File: src/rtl/ir_remote_pkg.sv
// Shared constants and types for the IR key path: clocking figures, ingress FSM states
// and the buffered event layout {repeat, code}.
package ir_remote_pkg;

   localparam int unsigned KEY_W      = 8;
   localparam int unsigned CLK_HZ     = 304000;
   localparam int unsigned BIT_HZ     = 38000;
   localparam int unsigned OVERSAMPLE = CLK_HZ / BIT_HZ;

   typedef enum logic [0:0] {
      StIdle = 1'b0,
      StHeld = 1'b1
   } ingress_state_e;

   typedef struct packed {
      logic             is_repeat;
      logic [KEY_W-1:0] code;
   } key_evt_t;

   function automatic key_evt_t make_evt(input logic rep, input logic [KEY_W-1:0] code);
      key_evt_t evt;
      evt.is_repeat = rep;
      evt.code      = code;
      return evt;
   endfunction

endpackage

File: src/rtl/ir_key_dispatcher_if.sv
// Valid/ready event stream from the key dispatcher to application logic.
interface ir_key_dispatcher_if;
   import ir_remote_pkg::*;

   logic             valid;
   logic             ready;
   logic [KEY_W-1:0] code;
   logic             is_repeat;

   modport master (output valid, output code, output is_repeat, input ready);
   modport slave  (input valid, input code, input is_repeat, output ready);

endinterface

File: src/rtl/ir_key_fifo.sv
// Small synchronous FIFO of key events; a push into a full FIFO succeeds only when a pop
// happens on the same cycle.
module ir_key_fifo
   import ir_remote_pkg::*;
#(
   parameter int unsigned DEPTH = 4
) (
   input  logic                   clk_i,
   input  logic                   rst_ni,
   input  logic                   push_i,
   input  key_evt_t               push_data_i,
   input  logic                   pop_i,
   output key_evt_t               head_o,
   output logic                   full_o,
   output logic                   empty_o,
   output logic [$clog2(DEPTH):0] count_o
);

   localparam int unsigned PtrW = $clog2(DEPTH);
   localparam int unsigned CntW = PtrW + 1;

   key_evt_t        mem_q [DEPTH];
   logic [PtrW-1:0] wr_ptr_q, wr_ptr_d;
   logic [PtrW-1:0] rd_ptr_q, rd_ptr_d;
   logic [CntW-1:0] count_q, count_d;
   logic            do_push, do_pop;

   always_comb begin
      empty_o = (count_q == '0);
      full_o  = (count_q == CntW'(DEPTH));
      do_pop  = pop_i & ~empty_o;
      do_push = push_i & (~full_o | do_pop);

      wr_ptr_d = wr_ptr_q;
      rd_ptr_d = rd_ptr_q;
      count_d  = count_q;
      if (do_push) wr_ptr_d = wr_ptr_q + PtrW'(1);
      if (do_pop)  rd_ptr_d = rd_ptr_q + PtrW'(1);
      unique case ({do_push, do_pop})
         2'b10:   count_d = count_q + CntW'(1);
         2'b01:   count_d = count_q - CntW'(1);
         default: count_d = count_q;
      endcase

      head_o  = mem_q[rd_ptr_q];
      count_o = count_q;
   end

   always_ff @(posedge clk_i or negedge rst_ni) begin
      if (!rst_ni) begin
         wr_ptr_q <= '0;
         rd_ptr_q <= '0;
         count_q  <= '0;
         for (int i = 0; i < int'(DEPTH); i++) mem_q[i] <= '0;
      end else begin
         wr_ptr_q <= wr_ptr_d;
         rd_ptr_q <= rd_ptr_d;
         count_q  <= count_d;
         if (do_push) mem_q[wr_ptr_q] <= push_data_i;
      end
   end

endmodule

File: src/rtl/ir_key_dispatcher.sv
// Turns decoded IR frames into press events, folds held-key re-transmissions, buffers them.
// Define IR_KEY_AUTOREPEAT_EN to emit a repeat event every REPEAT_COUNT same-code frames.
module ir_key_dispatcher
   import ir_remote_pkg::*;
#(
   parameter int unsigned FIFO_DEPTH    = 4,
   parameter int unsigned REPEAT_WINDOW = 30400,
   parameter int unsigned REPEAT_COUNT  = 3
) (
   input  logic                        clk_i,
   input  logic                        rst_ni,
   input  logic                        key_valid_i,
   input  logic [KEY_W-1:0]            key_code_i,
   ir_key_dispatcher_if.master         out_if,
   output logic [$clog2(FIFO_DEPTH):0] fifo_count_o,
   output logic                        overflow_o,
   input  logic                        ovf_clear_i
);

   localparam int unsigned WinW = ($clog2(REPEAT_WINDOW) > 0) ? $clog2(REPEAT_WINDOW) : 1;
   localparam logic [WinW-1:0] WinMax = WinW'(REPEAT_WINDOW - 1);

   ingress_state_e   state_q, state_d;
   logic [KEY_W-1:0] last_code_q, last_code_d;
   logic [WinW-1:0]  win_q, win_d;
   logic             overflow_q, overflow_d;

   logic     push, pop, take_press, full, empty;
   key_evt_t push_evt, head;

`ifdef IR_KEY_AUTOREPEAT_EN
   localparam int unsigned RepW = ($clog2(REPEAT_COUNT) > 0) ? $clog2(REPEAT_COUNT) : 1;
   localparam logic [RepW-1:0] RepMax = RepW'(REPEAT_COUNT - 1);
   logic [RepW-1:0] rep_q, rep_d;
`else
   logic unused_rep_cfg;
   assign unused_rep_cfg = ^REPEAT_COUNT;
`endif

   always_comb begin
      state_d     = state_q;
      last_code_d = last_code_q;
      win_d       = win_q;
      take_press  = 1'b0;
      push        = 1'b0;
      push_evt    = make_evt(1'b0, key_code_i);
`ifdef IR_KEY_AUTOREPEAT_EN
      rep_d       = rep_q;
`endif

      unique case (state_q)
         StIdle: take_press = key_valid_i;
         StHeld: begin
            // A frame arriving on the expiry cycle still counts as part of the hold.
            if (key_valid_i && key_code_i != last_code_q) begin
               take_press = 1'b1;
            end else if (key_valid_i) begin
               win_d = WinMax;
`ifdef IR_KEY_AUTOREPEAT_EN
               if (rep_q == RepMax) begin
                  push     = 1'b1;
                  push_evt = make_evt(1'b1, last_code_q);
                  rep_d    = '0;
               end else begin
                  rep_d = rep_q + RepW'(1);
               end
`endif
            end else if (win_q == '0) begin
               state_d = StIdle;
            end else begin
               win_d = win_q - WinW'(1);
            end
         end
         default: state_d = StIdle;
      endcase

      if (take_press) begin
         push        = 1'b1;
         push_evt    = make_evt(1'b0, key_code_i);
         last_code_d = key_code_i;
         win_d       = WinMax;
         state_d     = StHeld;
`ifdef IR_KEY_AUTOREPEAT_EN
         rep_d       = '0;
`endif
      end
   end

   ir_key_fifo #(
      .DEPTH(FIFO_DEPTH)
   ) u_fifo (
      .clk_i      (clk_i),
      .rst_ni     (rst_ni),
      .push_i     (push),
      .push_data_i(push_evt),
      .pop_i      (pop),
      .head_o     (head),
      .full_o     (full),
      .empty_o    (empty),
      .count_o    (fifo_count_o)
   );

   always_comb begin
      pop        = ~empty & out_if.ready;
      // A fresh drop beats a simultaneous clear.
      overflow_d = overflow_q;
      if (ovf_clear_i)         overflow_d = 1'b0;
      if (push & full & ~pop)  overflow_d = 1'b1;

      out_if.valid     = ~empty;
      out_if.code      = head.code;
`ifdef IR_KEY_AUTOREPEAT_EN
      out_if.is_repeat = head.is_repeat;
`else
      out_if.is_repeat = 1'b0;
`endif
      overflow_o = overflow_q;
   end

   always_ff @(posedge clk_i or negedge rst_ni) begin
      if (!rst_ni) begin
         state_q     <= StIdle;
         last_code_q <= '0;
         win_q       <= '0;
         overflow_q  <= 1'b0;
`ifdef IR_KEY_AUTOREPEAT_EN
         rep_q       <= '0;
`endif
      end else begin
         state_q     <= state_d;
         last_code_q <= last_code_d;
         win_q       <= win_d;
         overflow_q  <= overflow_d;
`ifdef IR_KEY_AUTOREPEAT_EN
         rep_q       <= rep_d;
`endif
      end
   end

endmodule
File: src/flat_wrapper.sv
// flat-port wrapper written by rule: the top's interface ports become plain ports
module ir_key_dispatcher_flat import ir_remote_pkg::*;
#(
   parameter int unsigned FIFO_DEPTH    = 4,
   parameter int unsigned REPEAT_WINDOW = 30400,
   parameter int unsigned REPEAT_COUNT  = 3
)
  (clk_i, rst_ni, key_valid_i, key_code_i, fifo_count_o, overflow_o, ovf_clear_i, out_if_valid, out_if_code, out_if_is_repeat, out_if_ready);
  ir_key_dispatcher_if out_if_i ();
  input  logic clk_i;
  input  logic rst_ni;
  input  logic key_valid_i;
  input  logic [KEY_W-1:0] key_code_i;
  output logic [$clog2(FIFO_DEPTH):0] fifo_count_o;
  output logic overflow_o;
  input  logic ovf_clear_i;
  output wire logic [$bits(out_if_i.valid)-1:0] out_if_valid;
  output wire logic [$bits(out_if_i.code)-1:0] out_if_code;
  output wire logic [$bits(out_if_i.is_repeat)-1:0] out_if_is_repeat;
  input wire logic [$bits(out_if_i.ready)-1:0] out_if_ready;
  assign out_if_valid = out_if_i.valid;
  assign out_if_code = out_if_i.code;
  assign out_if_is_repeat = out_if_i.is_repeat;
  assign out_if_i.ready = out_if_ready;
  ir_key_dispatcher #(.FIFO_DEPTH(FIFO_DEPTH), .REPEAT_WINDOW(REPEAT_WINDOW), .REPEAT_COUNT(REPEAT_COUNT)) u_core (.clk_i(clk_i), .rst_ni(rst_ni), .key_valid_i(key_valid_i), .key_code_i(key_code_i), .out_if(out_if_i), .fifo_count_o(fifo_count_o), .overflow_o(overflow_o), .ovf_clear_i(ovf_clear_i));
endmodule
File: config.mk
export PLATFORM = sky130hd
export DESIGN_NAME = ir_key_dispatcher_flat
export DESIGN_NICKNAME = d
export VERILOG_FILES = /design/src/rtl/ir_remote_pkg.sv /design/src/rtl/ir_key_dispatcher_if.sv /design/src/rtl/ir_key_fifo.sv /design/src/rtl/ir_key_dispatcher.sv /design/src/flat_wrapper.sv
export SDC_FILE = /design/constraint.sdc
export NUM_CORES = 1
export LEC_CHECK = 0
export ABC_CLOCK_PERIOD_IN_PS = 2500
export CAP_MARGIN = 20
export CELL_PAD_IN_SITES_DETAIL_PLACEMENT = 0
export CELL_PAD_IN_SITES_GLOBAL_PLACEMENT = 1
export CORE_MARGIN = 2
export CORE_UTILIZATION = 40
export DETAILED_ROUTE_END_ITERATION = 10
export GPL_ROUTABILITY_DRIVEN = 0
export HOLD_SLACK_MARGIN = 0.15
export PLACE_DENSITY_LB_ADDON = 0.05
export SETUP_SLACK_MARGIN = 0.5
export SLEW_MARGIN = 20
export SYNTH_ARGS = -nofsm -noshare
export SYNTH_HDL_FRONTEND = slang
export SYNTH_SLANG_ARGS = --single-unit
File: constraint.sdc
create_clock -name clk_i -period 2.5 [get_ports clk_i]
set_input_delay 0.375 -clock clk_i [delete_from_list [all_inputs] [get_ports clk_i]]
set_output_delay 0.375 -clock clk_i [all_outputs]
set_load 0.03 [all_outputs]
==> reports/results.tsv, run 1 <==
stage	metric	value	unit
worst_setup_path	Worst R2R Setup Slack	180	ps
power	Power Dens Cells	1140	nW/um2
layout	nets	311	
placed_design	placed cells	371	
yosys	syn nets	253	
die	Starting Density	40.8	%
yosys	Synth Area in XOR/XNOR	5.89	%
yosys	Syn Area/Cell	13.4	um2
run	# Max-Cap Violations	0	
worst_setup_path	endpoint class of the critical path	flip-flop	
layout	fraction of layout cells with a size suffix above 1	40.9	%
die	Die Wd	92.4	um
sta	Setup WS post-layout	179	ps
routing	DRC Markers	0	
global_route	Overflow after GRT	0	
yosys	ys flop type	dfrtp_1	
die	placeable core area	7650	um2
layout	commonest non-fill, non-tap cell in the layout	dfrtp_1	
yosys	Adder-Cell Fraction of Synth Area	3.04	%
clock_tree	Clock Pin Slew Worst Setup and Hold Paths	80	ps
placed_design	worst slack, placed	-487	ps
yosys	top cell type's share of synthesized area	51.3	%
global_route	GR Util All Layers	16.4	%
worst_hold_path	Hold WC Path Type	primary input to async pin	
worst_setup_path	CP cell instances	xnor2_1 -> nand3_1 -> or4_4 -> nand3_4 -> ha_4 -> inv_2 -> fa_2 -> xor2_1 -> nor2_1 -> xor2_1	
sta	minimum hold slack	494	ps
die	# rows	32	
clock_tree	H-tree levels	3	
sta	Peak Freq	431	MHz
die	Die Height	92.4	um
layout	FILL cells	664	
worst_setup_path	delay-heaviest family, CP	simple AND/OR/NAND/NOR gates	
layout	most frequent cells in the layout	dfrtp_1 (60), mux2_4 (28), buf_4 (23)	
routing	drt pass-1 iters	4	
worst_setup_path	Most common cell on crit path	xor2_1	
clock_tree	CTS buffer count	9	
clock_tree	CTS tree	yes	
clock_tree	Worst-Skew Late Latency	340	ps
yosys	Synthesis Warnings	0	
layout	Final Non-Filler Cells	398	
routing	DRT antenna net count	0	
global_route	largest net degree at the start of global routing	32	
worst_setup_path	worst path bufs/invs	1	
worst_setup_path	CP arrival	2580	ps
clock_tree	CTS Root Cell	clkbuf_8	
sta	final setup fails	0	
worst_setup_path	Max FO, Critical Path	2	
clock_tree	CTS sink cnt	64	
routing	initial drt markers	59	
yosys	sequential share of the synthesized area	51.3	%
die	Die ar.	8530	um2
global_route	vias in the first global route	2102	
sta	Worst Skew	10.4	ps
layout	fin area	4090	um2
routing	detailed-route vias per instance	5.10	
yosys	post-synth top area cell	dfrtp_1	
yosys	synth unique cells	45	
sta	Final Max Slew Viols	0	
routing	vias	2028	
worst_setup_path	Crit path largest cell delay	580	ps
yosys	mux cell area share after synthesis	19.4	%
yosys	fraction of registers with async set/reset	100	%
sta	post-route minimum period	2320	ps
placed_design	DP HPWL	4310	um
routing	DR WL/cell	16.0	um
yosys	Synth Instances	233	
sta	fin crit share	92.8	%
worst_setup_path	RR Startpoint	u_core.last_code_q[6]$_DFFE_PN0P_	
yosys	top cells by area, synth	dfrtp_1 (51%), mux2_2 (13%), mux4_2 (5.8%)	
worst_setup_path	FF-to-FF path depth	10	
placed_design	number of I/O port buffers	25	
sta	Hold Vio Cnt, Final	0	
clock_tree	Clock Path Buffers	2	
layout	Synth-to-Final Area Change	31.1	%
sta	unrepaired setup endpoints after global routing	yes	
yosys	Post-synth EDFFs	0	
worst_setup_path	critical path class	flip-flop to flip-flop	
yosys	largest family of logic cells by synthesized area	multiplexers	
yosys	#FFs+latches synth	64	
die	I/O pin total	27	
power	Leak	0.00177	uW
layout	antenna fix cells	0	
placed_design	Placed Area	3660	um2
routing	final wirelength	6390	um
worst_setup_path	Critical R2R Capture	u_core.u_fifo.count_o[2]$_DFFE_PN0P_	
power	Peak VDD IR	632	uV
sta	final setup TNS	0	ps
outcome	status	finished clean	
yosys	synthesized area	3120	um2
global_route	first-pass GRT wire length	10600	um
worst_setup_path	slowest stage cell on the critical path	or4_4	
global_route	initial antenna violation count	0	
worst_setup_path	Req. time, crit path	2760	ps
yosys	Post-Synth Simple-Gate Area	13.4	%
worst_setup_path	CP Launch Point	u_core.last_code_q[6]$_DFFE_PN0P_	
yosys	Compound-Gate Fraction of Synth Area	4.37	%
worst_setup_path	CP startpoint kind	flip-flop	
## cells in the mapped netlist, types with 2 or more instances
cell type / n
dfrtp_1: 64
mux2_2: 37
xnor2_1: 11
xor2_1: 10
inv_1: 9
nor2_1: 9
mux4_2: 8
nand2_1: 7
nand2b_1: 7
ha_1: 6
a21oi_1: 4
a32o_1: 4
nand3_1: 4
nand4_4: 4
nor3_1: 4
or3_1: 4
and2_1: 3
clkbuf_1: 3
nand4_1: 3
o21ai_0: 3
o31ai_1: 3
a211o_1: 2
buf_2: 2
## how the worst max path moves through the flow
stage / cells after the start / slack [ps] / end
after floorplan: 11 / 160 / u_core.u_fifo.count_o[2]$_DFFE_PN0P_
after global placement: 11 / -460 / u_core.u_fifo.count_o[2]$_DFFE_PN0P_
after detailed placement: 11 / -490 / u_core.u_fifo.count_o[2]$_DFFE_PN0P_
after CTS: 10 / 170 / u_core.u_fifo.count_o[2]$_DFFE_PN0P_
after global routing: 10 / 20 / u_core.u_fifo.count_o[2]$_DFFE_PN0P_
final: 10 / 180 / u_core.u_fifo.count_o[2]$_DFFE_PN0P_
## cell families after synthesis
kind of cell	after synthesis
mux	46
flops	64
simple gates	58
other cells	1
xor+xnor	21
compound gates	19
fa+ha+maj	7
buf+inv	17
## stage by stage
step | utilization (%) | total power, uW
2_1_floorplan | - | 2850
3_3_place_gp | 47.9 | 3450
3_5_place_dp | 47.9 | 3480
4_1_cts | 51.4 | 4470
5_1_grt | 53.5 | 4950
6_report | 53.5 | 4680
## repair_timing
action / 4_1_cts / 5_1_grt
hold endpoints to repair: 13 / 0
setup buffers: 6 / 4
hold buffers: 1 / 0
setup endpoints to repair: 46 / 44
gates resized for setup: 54 / 39
pin swaps: 12 / 1
## report_power, final
part / total, uW / leakage [uW] / internal (uW) / switching (uW)
registers: 1630 / 0.000726 / 1390 / 245
logic: 1980 / 0.000932 / 1090 / 887
clock network: 1070 / 0.000116 / 659 / 406
total: 4680 / 0.00177 / 3140 / 1540
## sequential cells by signal (all words and copies together) (netlist names)
signal and cells:
u_core.u_fifo.count_o 3, u_core.u_fifo.wr_ptr_q 2, u_core.state_q 1, u_core.last_code_q 8, u_core.u_fifo.mem_q 32, u_core.win_q 15
u_core.overflow_o 1, u_core.u_fifo.rd_ptr_q 2
## worst reg2reg max path, delay by kind of cell (launching register included)
family                     cells  cell delay, ps
adders and majority gates      2             460
DFF                            1             390
and+or+nand+nor                4             900
buffers and inverters          1              30
xor gates and xnor gates       3             460
## routing by layer
layer | wire, um | vias to the layer above | GRT usage [%] | part of all wire, %
met5 | 0 | - | 0 | 0
met4 | 92 | 0 | 4.98 | 1.4
met3 | 201 | 7 | 4.96 | 3.1
met2 | 2950 | 26 | 24.7 | 46
met1 | 3140 | 1037 | 22.9 | 49
li1 | - | 958 | - | -
## layout make-up
class	instances	area, um2	share of cell area [%]
tap	102	128	3.12
sequential	64	1610	39.2
inverter	9	33.8	0.825
clock inverter	6	108	2.63
timing repair buffer	55	475	11.6
clock buffer	10	128	3.12
multi-input combinational	152	1620	39.5
No activity file was read; power rests on OpenSTA's default activity.
==> inputs of run 2 (changes only) <==
- ABC_AREA: default -> 1
- CORE_UTILIZATION: 40 -> 30
==> reports/results.tsv, run 2 <==
stage	metric	value	unit
clock_tree	Worst-Skew Late Latency	330	ps
layout	most frequent cells in the layout	nand2_1 (131), dfrtp_1 (62), nor2_1 (42)	
sta	Peak Freq	483	MHz
die	Die Wd	112	um
outcome	status	finished clean	
routing	DRC Markers	0	
yosys	synthesized area	3500	um2
layout	Synth-to-Final Area Change	27.8	%
worst_setup_path	Worst R2R Setup Slack	430	ps
layout	commonest non-fill, non-tap cell in the layout	nand2_1	
yosys	syn nets	464	
worst_setup_path	Critical R2R Capture	u_core.u_fifo.count_o[2]$_DFFE_PN0P_	
sta	fin crit share	82.8	%
placed_design	number of I/O port buffers	25	
clock_tree	CTS Root Cell	clkbuf_16	
die	# rows	39	
power	Gate power share	42.6	%
die	Starting Density	30.6	%
sta	unrepaired setup endpoints after global routing	yes	
routing	drt pass-1 iters	4	
clock_tree	Clock Pin Slew Worst Setup and Hold Paths	60	ps
power	P_sw	1960	uW
yosys	top cells by area, synth	dfrtp_1 (46%), nand2_1 (14%), nand4_1 (6.8%)	
clock_tree	H-tree levels	3	
yosys	ys flop type	dfrtp_1	
die	placeable core area	11400	um2
yosys	synth unique cells	30	
yosys	post-synth top area cell	dfrtp_1	
routing	initial drt markers	183	
sta	post-route minimum period	2070	ps
clock_tree	CTS buffer count	9	
global_route	largest net degree at the start of global routing	65	
die	I/O pin total	27	
run	# Max-Cap Violations	0	
worst_setup_path	critical path class	flip-flop to flip-flop	
yosys	fraction of registers with async set/reset	100	%
worst_setup_path	worst path bufs/invs	2	
power	sw frac	40.5	%
sta	minimum hold slack	474	ps
routing	DR WL/cell	15.6	um
power	Power Dens Cells	1080	nW/um2
clock_tree	CTS tree	yes	
power	Clk pwr share	25.1	%
yosys	sequential share of the synthesized area	45.8	%
yosys	Post-synth EDFFs	0	
sta	Hold Vio Cnt, Final	0	
worst_setup_path	Critical Path Stages	14	
worst_setup_path	delay-heaviest family, CP	simple AND/OR/NAND/NOR gates	
yosys	Syn Area/Cell	7.88	um2
layout	Top reg by flops	u_core.u_fifo.mem_q	
sta	Worst Skew	3.76	ps
worst_setup_path	FF-to-FF path depth	14	
sta	Final Max Slew Viols	0	
routing	final wirelength	10200	um
worst_setup_path	Max FO, Critical Path	4	
layout	nets	525	
clock_tree	CTS sink cnt	64	
clock_tree	Clock Path Buffers	2	
global_route	GR Util All Layers	17.3	%
worst_setup_path	RR Startpoint	u_core.last_code_q[0]$_DFFE_PN0P_	
power	Seq pwr share	32.2	%
global_route	initial antenna violation count	0	
yosys	most frequent cells after synthesis	nand2_1 (134), dfrtp_1 (64), nor2_1 (43)	
worst_setup_path	CP startpoint kind	flip-flop	
routing	vias	3143	
global_route	Overflow after GRT	0	
worst_hold_path	hold path cells	2	
worst_setup_path	Req. time, crit path	2710	ps
yosys	#FFs+latches synth	64	
global_route	first-pass GRT wire length	16800	um
yosys	Synthesis Warnings	0	
power	Peak VDD IR	665	uV
routing	DRT antenna net count	0	
sta	final setup fails	0	
layout	Final Non-Filler Cells	653	
die	Die Height	112	um
worst_setup_path	endpoint class of the critical path	flip-flop	
worst_setup_path	CP Launch Point	u_core.last_code_q[0]$_DFFE_PN0P_	
die	Die ar.	12500	um2
worst_setup_path	CP cell instances	inv_2 -> nand2_2 -> nand2_1 -> nor2_1 -> nand3_1 -> nor2_4 -> nor2_4 -> nand2_2 -> ha_4 -> inv_2 -> fa_2 -> a21oi_2 -> o21ai_1 -> xor2_1	
layout	Largest regs	u_core.u_fifo.mem_q (32), u_core.win_q (15), u_core.last_code_q (8)	
worst_hold_path	Hold WC Path Type	flip-flop to flip-flop	
worst_setup_path	Crit path largest cell delay	400	ps
routing	detailed-route vias per instance	4.81	
power	internal power	2880	uW
power	Leak	0.00216	uW
power	Power Total	4840	uW
layout	antenna fix cells	0	
layout	fraction of layout cells with a size suffix above 1	20.8	%
global_route	vias in the first global route	3142	
yosys	top cell type's share of synthesized area	45.8	%
placed_design	placed cells	628	
yosys	most common cell in the netlist	nand2_1	
layout	max reg flops	32	
worst_setup_path	CP arrival	2280	ps
worst_setup_path	end of the critical path	u_core.u_fifo.count_o[2]$_DFFE_PN0P_	
yosys	Synth Instances	444	
worst_setup_path	slowest stage cell on the critical path	dfrtp_1	
placed_design	DP HPWL	6730	um
==> run 2: cell count changes in the layout (fill, tap and decap cells not counted), moves of 9 or more <==
cell | previous run | this run
nand2_1 | 7 | 131
nand4_1 | 3 | 38
nor2_1 | 9 | 42
o21ai_0 | 3 | 36
inv_1 | 8 | 36
mux2_4 | 28 | 0
buf_4 | 23 | 41
o21ai_2 | 1 | 12
clkbuf_16 | 0 | 9
mux2_2 | 9 | 0
==> run 2: metal layers <==
metal  up-vias  track usage (%)  share of wire [%]
li1       1571                -                  -
met1      1514             24.5                 50
met2        53             26.9                 46
met3         5             3.86                3.7
met4         0             4.39               0.83
met5         -                0                  0
==> run 2: layout make-up <==
class,instances,area [um2]
Multi-Input combinational cell,319,1670
Tap cell,143,179
Clock inverter,3,15.0
Fill cell,1215,6950
Inverter,42,164
Clock buffer,13,270
Sequential cell,64,1600
Timing Repair Buffer,69,563
==> run 2: cells by family after synthesis <==
| family | after synthesis | share of synthesized area (%) |
|---|---|---|
| simple gates | 237 | 29.6 |
| other cells | 1 | 0.107 |
| flops | 64 | 45.8 |
| compound gates | 63 | 10.7 |
| fa+ha+maj | 7 | 2.72 |
| xor+xnor | 11 | 2.76 |
| buf+inv | 61 | 8.37 |
==> run 2: worst min-delay path by stage <==
stage,to,slack [ps],start
4_1_cts,u_core.u_fifo.mem_q[16]$_DFFE_PN0P_,480,u_core.u_fifo.mem_q[16]$_DFFE_PN0P_
2_1_floorplan,u_core.last_code_q[0]$_DFFE_PN0P_,80,rst_ni
3_3_place_gp,u_core.win_q[9]$_DFFE_PN0P_,430,rst_ni
3_5_place_dp,u_core.win_q[11]$_DFFE_PN0P_,430,rst_ni
5_1_grt,u_core.u_fifo.mem_q[25]$_DFFE_PN0P_,500,u_core.u_fifo.mem_q[25]$_DFFE_PN0P_
6_report,u_core.u_fifo.mem_q[16]$_DFFE_PN0P_,470,u_core.u_fifo.mem_q[16]$_DFFE_PN0P_
==> run 2: power by group through the flow <==
stage | Clock [uW] | Sequential (uW) | Combinational (uW)
floorplan | 0 | 1580 | 1220
global placement | 0 | 1570 | 2110
detailed placement | 0 | 1570 | 2100
CTS | 1240 | 1560 | 2070
global route | 1290 | 1600 | 2310
finish | 1220 | 1560 | 2070
==> run 2: repair_timing <==
action                     4_1_cts  5_1_grt
setup endpoints to repair       10       13
hold endpoints to repair        64        0
hold buffers                     1        0
gates resized for setup         34       19
buffers inserted                 2        6
pin swaps                        3        8
==> run 2: metrics by stage <==
stage	setup TNS, ps	instance area (um2)	util [%]	setup WS, ps
3_5_place_dp	-138	4100	35.9	-110
5_1_grt	0	4470	39.1	264
4_1_cts	0	4400	38.6	448
6_report	0	4470	39.1	430
2_1_floorplan	0	3540	-	530
3_3_place_gp	-98.1	4100	35.9	-98.1
==> run 2: tightest hold or removal path, delay by kind of cell, from the launching register on <==
| kind | cells | cell delay, ps |
|---|---|---|
| flip-flops | 1 | 340 |
| AND/OR/NAND/NOR | 2 | 100 |
==> inputs of run 3 (changes only) <==
- ABC_CLOCK_PERIOD_IN_PS: 2500 -> 1800
- clock period: 2.5 -> 1.8 ns (I/O delays scaled with it)
==> reports/results.tsv, run 3 (synthesis results as in run 2) <==
stage	metric	value	unit
outcome	status	finished, violations left	
outcome	failing checks	setup timing	
global_route	largest net degree at the start of global routing	24	
sta	Worst Skew	9.18	ps
routing	drt pass-1 iters	4	
die	placeable core area	11400	um2
routing	WL met3	427	um
layout	max reg flops	32	
clock_tree	Clock Path Buffers	2	
worst_setup_path	CP startpoint kind	flip-flop	
worst_setup_path	critical path class	flip-flop to flip-flop	
layout	FILL cells	1140	
global_route	GR Util All Layers	19.3	%
routing	DR WL/cell	16.2	um
die	I/O pin total	27	
placed_design	number of I/O port buffers	25	
global_route	initial antenna violation count	0	
clock_tree	CTS sink cnt	64	
global_route	Overflow after GRT	0	
power	Peak VDD IR	837	uV
layout	fraction of layout cells with a size suffix above 1	38.7	%
power	Power Total	7540	uW
worst_setup_path	Crit path largest cell delay	400	ps
die	Die Height	112	um
worst_setup_path	Req. time, crit path	2030	ps
die	Die Wd	112	um
routing	WL met2	5140	um
layout	most frequent cells in the layout	nand2_1 (112), buf_4 (64), dfrtp_1 (61)	
placed_design	worst slack, placed	-700	ps
worst_setup_path	Worst R2R Setup Slack	-180	ps
worst_setup_path	Max FO, Critical Path	2	
global_route	vias in the first global route	3445	
sta	Final Max Slew Viols	0	
sta	post-route minimum period	1980	ps
worst_setup_path	slowest stage cell on the critical path	dfrtp_1	
sta	Hold Vio Cnt, Final	0	
die	Starting Density	30.6	%
sta	Setup WS post-layout	-183	ps
layout	Synth-to-Final Area Change	55.7	%
worst_setup_path	endpoint class of the critical path	flip-flop	
worst_setup_path	delay-heaviest family, CP	adder cells	
sta	unrepaired setup endpoints after global routing	yes	
sta	final setup fails	7	
clock_tree	H-tree levels	3	
die	Die ar.	12500	um2
routing	DRC Markers	0	
routing	final wirelength	11300	um
worst_setup_path	worst path bufs/invs	1	
clock_tree	Worst-Skew Late Latency	340	ps
worst_setup_path	CP arrival	2210	ps
clock_tree	CTS Root Cell	clkbuf_16	
sta	fin crit share	110	%
clock_tree	Clock Pin Slew Worst Setup and Hold Paths	60	ps
routing	vias	3363	
layout	nets	570	
routing	initial drt markers	171	
sta	Peak Freq	504	MHz
worst_hold_path	Hold WC Path Type	primary input to flip-flop	
layout	Largest regs	u_core.u_fifo.mem_q (32), u_core.win_q (15), u_core.last_code_q (8)	
clock_tree	CTS buffer count	9	
routing	uppermost layer routed	met4	
routing	DRT antenna net count	0	
placed_design	DP HPWL	7160	um
layout	antenna fix cells	0	
die	# rows	39	
layout	Top reg by flops	u_core.u_fifo.mem_q	
global_route	first-pass GRT wire length	18500	um
power	Leak	0.00260	uW
layout	commonest non-fill, non-tap cell in the layout	nand2_1	
run	# Max-Cap Violations	0	
power	Power Dens Cells	1390	nW/um2
routing	detailed-route vias per instance	4.82	
routing	wire length on met1	5480	um
worst_setup_path	CP cell instances	xor2_2 -> nor2_1 -> nand2_2 -> nor2_4 -> nor2_4 -> nand2_2 -> ha_4 -> inv_2 -> fa_2 -> a21oi_2 -> o21ai_1 -> xor2_1	
clock_tree	CTS tree	yes	
run 3: changes by cell type in the layout (fill, tap and decap cells not counted), moves of 10 or more:
cell / before / now
nand2_1: 131 / 112
buf_4: 41 / 64
buf_6: 1 / 14
nor2_1: 42 / 32
o21ai_1: 1 / 19
o21ai_0: 36 / 8
nand2_4: 0 / 11
run 3: per-stage QoR:
step,cells,util [%],cell area [um2],hold WS (ps),setup TNS (ps)
6_report,698,47.7,5440,365,-574
5_1_grt,698,47.7,5440,392,-1570
4_1_cts,688,45.7,5220,353,-819
3_5_place_dp,646,38.7,4410,236,-11730
3_3_place_gp,646,38.7,4410,228,-12380
2_1_floorplan,444,-,3700,-25.6,-291
run 3: worst min-delay path: cells and delay by family:
family                 cells  cell delay, ps
buffers and inverters      2             330
AOI/OAI and AO/OA          1              70
run 3: timing repair:
item                                    4_1_cts  5_1_grt
resized for setup                           138       36
pin swaps                                    28       19
hold buffers                                  1        0
endpoints found under the setup margin       74       72
setup buffers                                19        7
cloned                                        6        3
endpoints found under the hold margin        11        0
run 3: area by class of cell:
cell class	instances	area, um2	share of cell area (%)
multi-input cells	319	2030	37.3
inverters	42	173	3.17
well taps	143	179	3.29
clock inverters	3	17.5	0.322
clock buffers	13	250	4.60
repair buffers	112	1150	21.2
repair inverters	2	32.5	0.598
flip-flops and latches	64	1610	29.5
run 3: power by group:
group	internal [uW]	leakage [uW]	switching, uW
registers	1890	0.000752	316
clock network	966	0.000130	662
logic	1610	0.00172	2100
run 3: final timing paths:
check | endpoint | startpoint | cells after the start
max in group asynchronous | u_core.u_fifo.mem_q[6]$_DFFE_PN0P_ | rst_ni | 3
hold / removal | u_core.last_code_q[4]$_DFFE_PN0P_ | key_code_i[4] | 3
setup reg to reg | u_core.u_fifo.count_o[2]$_DFFE_PN0P_ | u_core.last_code_q[1]$_DFFE_PN0P_ | 12
min in group asynchronous | u_core.win_q[14]$_DFFE_PN0P_ | rst_ni | 2
setup / recovery | u_core.u_fifo.count_o[2]$_DFFE_PN0P_ | u_core.last_code_q[1]$_DFFE_PN0P_ | 12
hold reg to reg | u_core.u_fifo.mem_q[31]$_DFFE_PN0P_ | u_core.u_fifo.mem_q[31]$_DFFE_PN0P_ | 2
run 3: routing by layer:
layer / up-vias / track usage, %
li1: 1677 / -
met1: 1604 / 27.1
met2: 63 / 29.7
met3: 19 / 3.21
met4: 0 / 8.13
met5: - / 0
